**config.mk**
```make
export PLATFORM = sky130hd
export DESIGN_NAME = uart_rx_capture
export DESIGN_NICKNAME = d
export VERILOG_FILES = /design/src/rtl/uart_cap_pkg.sv /design/src/rtl/uart_cap_fifo.sv /design/src/rtl/uart_rx_capture.sv
export SDC_FILE = /design/constraint.sdc
export NUM_CORES = 1
export LEC_CHECK = 0
export CORE_AREA = 2 2 164 86
export CTS_CLUSTER_DIAMETER = 150
export CTS_CLUSTER_SIZE = 16
export DETAILED_ROUTE_END_ITERATION = 8
export DIE_AREA = 0 0 166 88
export PLACE_DENSITY = 0.78
export SKIP_CTS_REPAIR_TIMING = 1
export SLEW_MARGIN = 10
export SYNTH_ARGS = -nofsm -noshare
export SYNTH_HDL_FRONTEND = slang
export SYNTH_SLANG_ARGS = --single-unit
```
**constraint.sdc**
```tcl
create_clock -name clk -period 2.89 [get_ports clk]
set_input_delay 0.4335 -clock clk [delete_from_list [all_inputs] [get_ports clk]]
set_output_delay 0.4335 -clock clk [all_outputs]
set_load 0.03 [all_outputs]
```
**src/rtl/uart_cap_pkg.sv**
```systemverilog
// Shared types and constants for the UART capture receiver.
package uart_cap_pkg;
   localparam int unsigned UART_MIN_DIV   = 4;
   localparam int unsigned UART_DATA_BITS = 8;

   typedef enum logic [2:0] {
      IDLE,
      START,
      DATA,
      STOP,
      BREAK
   } uart_cap_state_e;
endpackage

```
**src/rtl/uart_cap_fifo.sv**
```systemverilog
// First-word-fall-through synchronous FIFO with registered head, valid and occupancy.
module uart_cap_fifo #(
   parameter int unsigned DEPTH = 8,
   parameter int unsigned WIDTH = 8
) (
   input  logic                     clk,
   input  logic                     rst,
   input  logic                     clr,
   input  logic                     push,
   input  logic [WIDTH-1:0]         wdata,
   input  logic                     pop,
   output logic [WIDTH-1:0]         rdata,
   output logic                     valid,
   output logic [$clog2(DEPTH):0]   level,
   output logic                     overflow
);
   localparam int unsigned AW = $clog2(DEPTH);

   logic [WIDTH-1:0] mem [DEPTH];
   logic [AW-1:0]    wr_ptr, rd_ptr, rd_nxt;
   logic             empty, full, do_push, do_pop;

   assign empty   = (level == '0);
   assign full    = (level == (AW+1)'(DEPTH));
   assign do_pop  = pop & ~empty;
   // A pop in the same cycle frees the slot a full-FIFO push needs.
   assign do_push = push & (~full | do_pop);
   assign rd_nxt  = rd_ptr + AW'(1);
   assign valid   = ~empty;

   always_ff @(posedge clk) begin
      if (do_push && !clr) mem[wr_ptr] <= wdata;
   end

   always_ff @(posedge clk or posedge rst) begin
      if (rst) begin
         wr_ptr   <= '0;
         rd_ptr   <= '0;
         level    <= '0;
         overflow <= 1'b0;
         rdata    <= '0;
      end else if (clr) begin
         wr_ptr   <= '0;
         rd_ptr   <= '0;
         level    <= '0;
         overflow <= 1'b0;
         rdata    <= '0;
      end else begin
         if (do_push) wr_ptr <= wr_ptr + AW'(1);
         if (do_pop)  rd_ptr <= rd_nxt;
         if (push && !do_push) overflow <= 1'b1;
         if (do_push && !do_pop)      level <= level + (AW+1)'(1);
         else if (do_pop && !do_push) level <= level - (AW+1)'(1);
         // Head register tracks the entry that will be at rd_ptr next cycle.
         if (do_pop)
            rdata <= (level == (AW+1)'(1)) ? wdata : mem[rd_nxt];
         else if (do_push && empty)
            rdata <= wdata;
      end
   end
endmodule

```
**src/rtl/uart_rx_capture.sv**
```systemverilog
// 8N1 UART receiver: synchronizer, bit timer, framing FSM and shift register feeding a byte FIFO.
module uart_rx_capture
   import uart_cap_pkg::*;
#(
   parameter int unsigned FIFO_DEPTH = 8,
   parameter int unsigned DIV_W      = 16
) (
   input  logic                          clk,
   input  logic                          rst,
   input  logic [DIV_W-1:0]              cfg_div_i,
   input  logic                          clr_i,
   input  logic                          rx_i,
   output logic [7:0]                    rx_data_o,
   output logic                          rx_valid_o,
   input  logic                          rx_ready_i,
   output logic                          frame_err_o,
   output logic                          overflow_o,
   output logic [$clog2(FIFO_DEPTH):0]   level_o,
   output logic                          busy_o
);
   localparam int unsigned BW = $clog2(UART_DATA_BITS);

   uart_cap_state_e             state;
   logic [2:0]                  sync_q;
   logic                        rx_s, fall;
   logic [DIV_W-1:0]            div_eff, div_q, cnt;
   logic                        expire;
   logic [BW-1:0]               bit_cnt;
   logic [UART_DATA_BITS-1:0]   shreg;
   logic                        push;

   assign rx_s    = sync_q[1];
   assign fall    = sync_q[2] & ~sync_q[1];
   assign div_eff = (cfg_div_i < DIV_W'(UART_MIN_DIV)) ? DIV_W'(UART_MIN_DIV) : cfg_div_i;
   assign expire  = (cnt == '0);
   assign push    = (state == STOP) && expire && rx_s;
   assign busy_o  = (state != IDLE);

   always_ff @(posedge clk or posedge rst) begin
      if (rst) sync_q <= '1;
      else     sync_q <= {sync_q[1:0], rx_i};
   end

   // Counter holds cycles remaining, so reloads are one less than the interval.
   always_ff @(posedge clk or posedge rst) begin
      if (rst) begin
         state       <= IDLE;
         cnt         <= '0;
         div_q       <= DIV_W'(UART_MIN_DIV);
         bit_cnt     <= '0;
         shreg       <= '0;
         frame_err_o <= 1'b0;
      end else begin
         frame_err_o <= 1'b0;
         if (!expire) cnt <= cnt - DIV_W'(1);
         case (state)
            IDLE: if (fall) begin
               div_q <= div_eff;
               cnt   <= (div_eff >> 1) - DIV_W'(1);
               state <= START;
            end
            START: if (expire) begin
               if (rx_s) state <= IDLE;
               else begin
                  cnt     <= div_q - DIV_W'(1);
                  bit_cnt <= '0;
                  state   <= DATA;
               end
            end
            DATA: if (expire) begin
               shreg   <= {rx_s, shreg[UART_DATA_BITS-1:1]};
               cnt     <= div_q - DIV_W'(1);
               bit_cnt <= bit_cnt + BW'(1);
               if (bit_cnt == BW'(UART_DATA_BITS-1)) state <= STOP;
            end
            STOP: if (expire) begin
               if (rx_s) state <= IDLE;
               else begin
                  frame_err_o <= 1'b1;
                  state       <= BREAK;
               end
            end
            BREAK: if (rx_s) state <= IDLE;
            default: state <= IDLE;
         endcase
      end
   end

   uart_cap_fifo #(.DEPTH(FIFO_DEPTH), .WIDTH(UART_DATA_BITS)) u_fifo (
      .clk      (clk),
      .rst      (rst),
      .clr      (clr_i),
      .push     (push),
      .wdata    (shreg),
      .pop      (rx_ready_i),
      .rdata    (rx_data_o),
      .valid    (rx_valid_o),
      .level    (level_o),
      .overflow (overflow_o)
   );
endmodule

```
Yosys cells after proc, flatten, opt, wreduce, memory -nomap -nowiden
Memory sizes are Yosys's and may differ from the RTL's.
Cells that the tools add are included.
Widths: inputs -> output; s select.
{"block": "op_classes", "n_addsub": 8, "magnitude_cmp": 1, "eq_ne": 14, "mux": 38, "bitwise_logic": 7, "n_reduce_logical": 24}
{"cell": "$mux 16", "count": 6}
{"cell": "$pmux 16 s3", "count": 1}
{"cell": "$mux 3", "count": 14}
{"cell": "$mux 8", "count": 4}
{"cell": "$sub 16x1->16 const B", "count": 2}
{"cell": "$logic_not 16->1", "count": 1}
{"cell": "$lt 16x3->1 const B", "count": 1}
{"cell": "$sub 15x1->16 const B", "count": 1}
{"cell": "$pmux 3 s5", "count": 1}
{"cell": "$ne 2x2->1 const B", "count": 7}
{"cell": "$mux 4", "count": 3}
{"cell": "$add 3x1->3 const B", "count": 3}
{"cell": "$reduce_bool 3->1", "count": 3}
{"cell": "$reduce_bool 2->1", "count": 4}
{"cell": "$logic_and 1x1->1", "count": 7}
{"cell": "$mux 1", "count": 7}
{"cell": "$eq 3x2->1 const B", "count": 2}
{"cell": "$eq 3x3->1 const B", "count": 2}
{"cell": "$pmux 3 s2", "count": 1}
{"cell": "$reduce_and 6->1", "count": 1}
{"cell": "$add 4x1->4 const B", "count": 1}
{"cell": "$eq 4x1->1 const B", "count": 1}
{"cell": "$eq 4x4->1 const B", "count": 1}
{"cell": "$logic_not 4->1", "count": 1}
{"cell": "other kinds (10)", "count": 17}
{"block": "word_totals", "regBits": 69, "ram_bits": 64, "inputBits": 21, "out_inout_bits": 16, "word_cells": 105, "n_memories": 1}
{"memory": "u_fifo.mem", "depth": 8, "width": 8, "rd": 1, "rd_clocked_by_memory_dff": 0, "wr": 1, "line_no": "uart_cap_fifo.sv:19", "text": "logic [WIDTH-1:0] mem [DEPTH];"}

Depth between registers and ports, before layout
{"block": "logic_depth", "ltp_word": 10, "ltp_mapped": 12, "mapped_depth_nobuf": 10}

Modules after synthesis
From an unflattened synthesis, not the netlist that was laid out.
{"block": "hier_totals", "cells_unflattened": 600, "hier_area_um2": 6677.7}
{"mod": "uart_cap_fifo", "instances": 1, "cells_each": 251, "area_each_um2": 3628.5, "seq_area_each_um2": 2397.3}
{"mod": "uart_rx_capture", "instances": 1, "cells_each": 349, "area_each_um2": 3049.2, "seq_area_each_um2": 1256.2}

Worst setup path after synthesis
OpenSTA, ideal clock, no wires.
{"block": "synth_timing", "kind": "input -> register", "from": "input cfg_div_i[6]", "to": "register cnt[14]", "setup_time_ps": 137, "arrival_ps": 3140, "required_ps": 2753, "slack_ps": -387, "path_stages": 12, "path_buffers": 2, "cell_sequence": "clkbuf_2 -> nor4_1 -> and4b_1 -> clkbuf_1 -> nand2_1 -> nand2_1 -> ha_1 -> or4b_2 -> or4_4 -> nor3_2 -> xnor2_1 -> o221ai_2"}
{"block": "synth_via", "elab_chain_len": 5}
{"element": "start: declaration", "line_no": "uart_rx_capture.sv:10", "text": "input logic [DIV_W-1:0] cfg_div_i,"}
{"element": "$lt 16x3->1", "line_no": "uart_rx_capture.sv:34", "text": "assign div_eff = (cfg_div_i < DIV_W'(UART_MIN_DIV)) ? DIV_W'(UART_MIN_DIV) : cfg_div_i;"}
{"element": "$mux 16 (*)", "line_no": "uart_rx_capture.sv:34"}
{"element": "$sub 15x1->16 (*)", "line_no": "uart_rx_capture.sv:59", "text": "cnt <= (div_eff >> 1) - DIV_W'(1);"}
{"element": "$mux 16 (*)", "line_no": "uart_rx_capture.sv:57", "text": "IDLE: if (fall) begin"}
{"element": "$pmux 16 s3 (*)", "line_no": "uart_rx_capture.sv:56", "text": "case (state)"}
{"element": "end signal: assignment", "line_no": "uart_rx_capture.sv:55", "text": "if (!expire) cnt <= cnt - DIV_W'(1);"}
{"element": "end signal: assignment", "line_no": "uart_rx_capture.sv:59"}
{"element": "end signal: assignment", "line_no": "uart_rx_capture.sv:65", "text": "cnt <= div_q - DIV_W'(1);"}
{"element": "end: declaration", "line_no": "uart_rx_capture.sv:26", "text": "logic [DIV_W-1:0] div_eff, div_q, cnt;"}
Every way passes the cells marked *; elsewhere a longest branch is shown, timed or not.
A chain may end at the register's enable or synchronous reset.

Final worst setup path
{"block": "layout_timing", "from": "input cfg_div_i[12]", "to": "register cnt[14]"}
Same word-level chain as after synthesis.

==> impl_metrics.json <==
{
  "final.hold.worst_slack_ns": 0.355,
  "combPwrFrac_pct": 25.1,
  "syn-num-nets": 641,
  "hold_depth": 0,
  "yosys.cell_count.top_type": "sky130_fd_sc_hd__nand2_1",
  "tritoncts": "done",
  "ys_types": 64,
  "setup_viol": 1,
  "ys_async_sr_fraction_pct": 51.9,
  "worst_ep_arrival_time_ns": 3.19,
  "synth_enable_flop_cells": 64,
  "insertedDiodeCount": 0,
  "dieWidth_um": 166,
  "internal_power_mw": 4.09,
  "dr_total_vias": 5518,
  "die-area_um2": 14600,
  "synth_sequential_area_ratio_pct": 54.3,
  "switching_power_mw": 1.89,
  "max_freq_mhz": 344,
  "pins_over_their_slew_limit": 0,
  "layout_overhead_on_the_synthesized_area_pct": 24.4,
  "synth-warning-count": 0,
  "timing.reg2reg.setup_slack_ns": 0.22,
  "drt.antenna.violating_nets": 0,
  "synth_ff_type": "sky130_fd_sc_hd__dfrtp_1",
  "worstMarginPinSlew_ns": 0.825,
  "final_net_count": 730,
  "vias_per_cell": 6.21,
  "cts.reportedPaths.clkPinSlew_ns": 0.06,
  "placement.cell_area_um2": 7700,
  "place.gp.congestion": 1.00,
  "clock_power_share_pct": 35.3,
  "detail_route.drc_violations": 0,
  "ys_top_cells_by_count": "sky130_fd_sc_hd__nand2_1, sky130_fd_sc_hd__dfrtp_1, sky130_fd_sc_hd__edfxtp_1, sky130_fd_sc_hd__nor2_1, sky130_fd_sc_hd__mux2i_1",
  "critPathLaunch": "cfg_div_i[12]",
  "power.sequential.fraction_pct": 39.6,
  "path_max_fanout": 6,
  "endpoint": "cnt[14]",
  "timing_hold_violations_final": 0,
  "critPathRequiredTime_ns": 3.17,
  "syn-mean-instance-area_um2": 11.0,
  "htree_levels": 4,
  "grtUsageTotal_pct": 26.1,
  "unrepaired_setup_endpoints_after_global_routing": "yes",
  "via_count_of_the_first_global_routing_pass": 5208,
  "largest_net_degree_at_the_start_of_global_routing": 35,
  "synth_top_area_share_pct": 28.6,
  "final.setup_skew_ns": 0.00901,
  "coreArea_um2": 13200,
  "worstSetupEndpointType": "flip-flop",
  "power_leakage_nw": 3.33,
  "number_of_storage_elements_in_the_synthesis_netlist": 133,
  "floorplan.initialDensity_pct": 51.0,
  "worst_skew_pair.late_latency_ns": 0.41,
  "crit_path_cell_trace": "clkdlybuf4s50_1, nor4_2, and4b_2, buf_4, a21oi_4, ha_2, or4b_4, or4_4, nor3_4, xnor2_2, o221ai_2",
  "startpoint_type": "primary input",
  "yosysTopAreaCell": "sky130_fd_sc_hd__edfxtp_1",
  "finalCritPeriodShare_pct": 101,
  "boundaryPins": 37,
  "synth.top_cells.by_area": "sky130_fd_sc_hd__edfxtp_1, sky130_fd_sc_hd__dfrtp_1, sky130_fd_sc_hd__nand2_1",
  "placement_rows": 30,
  "r2r_start": "cnt[6]",
  "filler_cell_count": 963,
  "hold_path.class": "flip-flop to flip-flop",
  "antenna_found_initial": 0,
  "timing.setup.tns_ns": -0.0153,
  "cts_max_path_buffers": 2,
  "first_pass_iteration_count_of_the_detailed_router": 5,
  "post-dp-hpwl_um": 13000,
  "drt_iter0_drc": 687,
  "worstReg2RegEnd": "u_fifo.level[3]",
  "finalWorstSetupSlack_ns": -0.0153,
  "worst_ir_drop_vdd_v": 0.000529,
  "master_cell_of_the_clock_root_buffer": "sky130_fd_sc_hd__clkbuf_16",
  "critical_path.max_stage_delay_ns": 0.53,
  "tritoncts_buffers": 17,
  "routedWlPerCell_um": 20.6,
  "finalInstanceArea_um2": 8360,
  "cap_viol_max_count": 0,
  "worstSetupPathType": "primary input to flip-flop",
  "violated_checks": "setup timing",
  "synth_cells": 610,
  "worst_r2r_path_depth": 5,
  "p_sw_share_pct": 31.6,
  "final_layout_size_suffix_gt1_share_pct": 19.2,
  "critPathSlowestCell": "sky130_fd_sc_hd__or4_4",
  "die_h_um": 88,
  "global_route.overflow_total": 0,
  "final_period_demand_of_the_worst_path_ns": 2.91,
  "clock_sink_count": 133,
  "power_density_nw_per_um2": 714,
  "syn-cell-area_um2": 6730,
  "port_buffers": 36,
  "power.total_mw": 5.97,
  "totalWireLength_um": 18300,
  "outcome": "finished, violations left",
  "grt_pass1_wl_um": 28800,
  "timing.slew.headroom_pct": 44.3
}
[stage by stage]
| stage | std cells | util [%] | setup slack, ns |
|---|---|---|---|
| detailed placement | 856 | 58.4 | -0.514 |
| global route | 888 | 63.5 | -0.0693 |
| floorplan | 610 | - | 0.00988 |
| global placement | 856 | 58.4 | -0.469 |
| CTS | 888 | 62.9 | -0.0798 |
| finish | 888 | 63.5 | -0.0153 |
[critical path, delay by kind of cell]
kind                       cells  cell delay [ns]
and+or+nand+nor                5             1.46
AOI/OAI and AO/OA              2             0.29
xor gates and xnor gates       1             0.14
buffers and inverters          2             0.68
adders and majority gates      1             0.19
[power groups by stage]
stage / clock, mW / combinational (mW) / sequential (mW)
final: 2.11 / 1.50 / 2.37
after global routing: 2.22 / 1.62 / 2.39
after CTS: 2.13 / 1.48 / 2.36
after detailed placement: 0 / 1.46 / 2.39
after global placement: 0 / 1.41 / 2.37
after floorplan: 0 / 0.856 / 2.46
[cell type report]
class                           count  area [um2]  area share (%)
Timing Repair Buffer              100         881            10.5
Clock buffer                       23         532            6.36
Inverter                           10        37.5           0.449
Tap cell                          176         220            2.63
Clock inverter                      9        60.1           0.718
Sequential cell                   133        3650            43.7
Multi-Input combinational cell    437        2980            35.6
[layout by cell type, fill, tap and decap left out, types with 3 or more instances in the layout]
| master | n |
|---|---|
| sky130_fd_sc_hd__o31ai_1 | 3 |
| sky130_fd_sc_hd__dlymetal6s2s_1 | 11 |
| sky130_fd_sc_hd__nand2b_1 | 12 |
| sky130_fd_sc_hd__a211oi_1 | 3 |
| sky130_fd_sc_hd__nor2_1 | 44 |
| sky130_fd_sc_hd__or3_1 | 8 |
| sky130_fd_sc_hd__a2111oi_0 | 16 |
| sky130_fd_sc_hd__nor2b_1 | 20 |
| sky130_fd_sc_hd__nand3b_1 | 11 |
| sky130_fd_sc_hd__ha_1 | 9 |
| sky130_fd_sc_hd__nor3_2 | 4 |
| sky130_fd_sc_hd__a21oi_1 | 17 |
| sky130_fd_sc_hd__dfstp_2 | 4 |
| sky130_fd_sc_hd__xor2_1 | 13 |
| sky130_fd_sc_hd__o22ai_1 | 3 |
| sky130_fd_sc_hd__clkdlybuf4s50_1 | 25 |
| sky130_fd_sc_hd__clkinv_2 | 3 |
| sky130_fd_sc_hd__clkbuf_16 | 20 |
| sky130_fd_sc_hd__xnor2_1 | 22 |
| sky130_fd_sc_hd__edfxtp_1 | 64 |
| sky130_fd_sc_hd__or4_1 | 4 |
| sky130_fd_sc_hd__nand4_1 | 5 |
| sky130_fd_sc_hd__nor3_1 | 12 |
| sky130_fd_sc_hd__buf_4 | 63 |
| sky130_fd_sc_hd__nand3_1 | 16 |
| sky130_fd_sc_hd__nor4_4 | 3 |
| sky130_fd_sc_hd__nand2_1 | 67 |
| sky130_fd_sc_hd__dfrtp_1 | 65 |
| sky130_fd_sc_hd__o221ai_1 | 10 |
| sky130_fd_sc_hd__mux2_2 | 10 |
| sky130_fd_sc_hd__inv_1 | 9 |
| sky130_fd_sc_hd__nor4_1 | 10 |
| sky130_fd_sc_hd__o21ai_0 | 22 |
| sky130_fd_sc_hd__o21a_1 | 3 |
| sky130_fd_sc_hd__a31oi_1 | 23 |
| sky130_fd_sc_hd__mux2i_1 | 24 |
[registers in the layout (all words and copies together), names as in the netlist]
name             flops
sync_q               3
state                3
u_fifo.wr_ptr        3
u_fifo.level         4
u_fifo.rd_ptr        3
u_fifo.overflow      1
cnt                 16
frame_err_o          1
div_q               16
shreg                8
u_fifo.rdata         8
u_fifo.mem          64
bit_cnt              3
[logic make-up after synthesis]
family / count (synthesis) / share of synthesized area (%)
DFF: 133 / 54.3
buffers and inverters: 40 / 2.33
adders and majority gates: 10 / 1.86
muxes: 34 / 5.25
and+or+nand+nor: 240 / 19.5
xor gates and xnor gates: 36 / 4.69
AOI/OAI and AO/OA: 117 / 12.1
[routing by layer]
layer | up-vias | GRT usage (%) | share of wire, %
met5 | - | 0 | 0
met4 | 0 | 7.75 | 0.95
met3 | 22 | 9.13 | 13
met2 | 351 | 34.8 | 40
met1 | 2682 | 39.6 | 46
li1 | 2463 | - | -
[worst min-delay path by stage]
stage | startpoint | slack, ns | endpoint
2_1_floorplan | sync_q[0] | 0.35 | sync_q[1]
3_3_place_gp | sync_q[0] | 0.35 | sync_q[1]
3_5_place_dp | sync_q[0] | 0.35 | sync_q[1]
4_1_cts | sync_q[0] | 0.36 | sync_q[1]
5_1_grt | sync_q[0] | 0.36 | sync_q[1]
6_report | sync_q[0] | 0.35 | sync_q[1]
No activity file was read; power rests on OpenSTA's default activity.
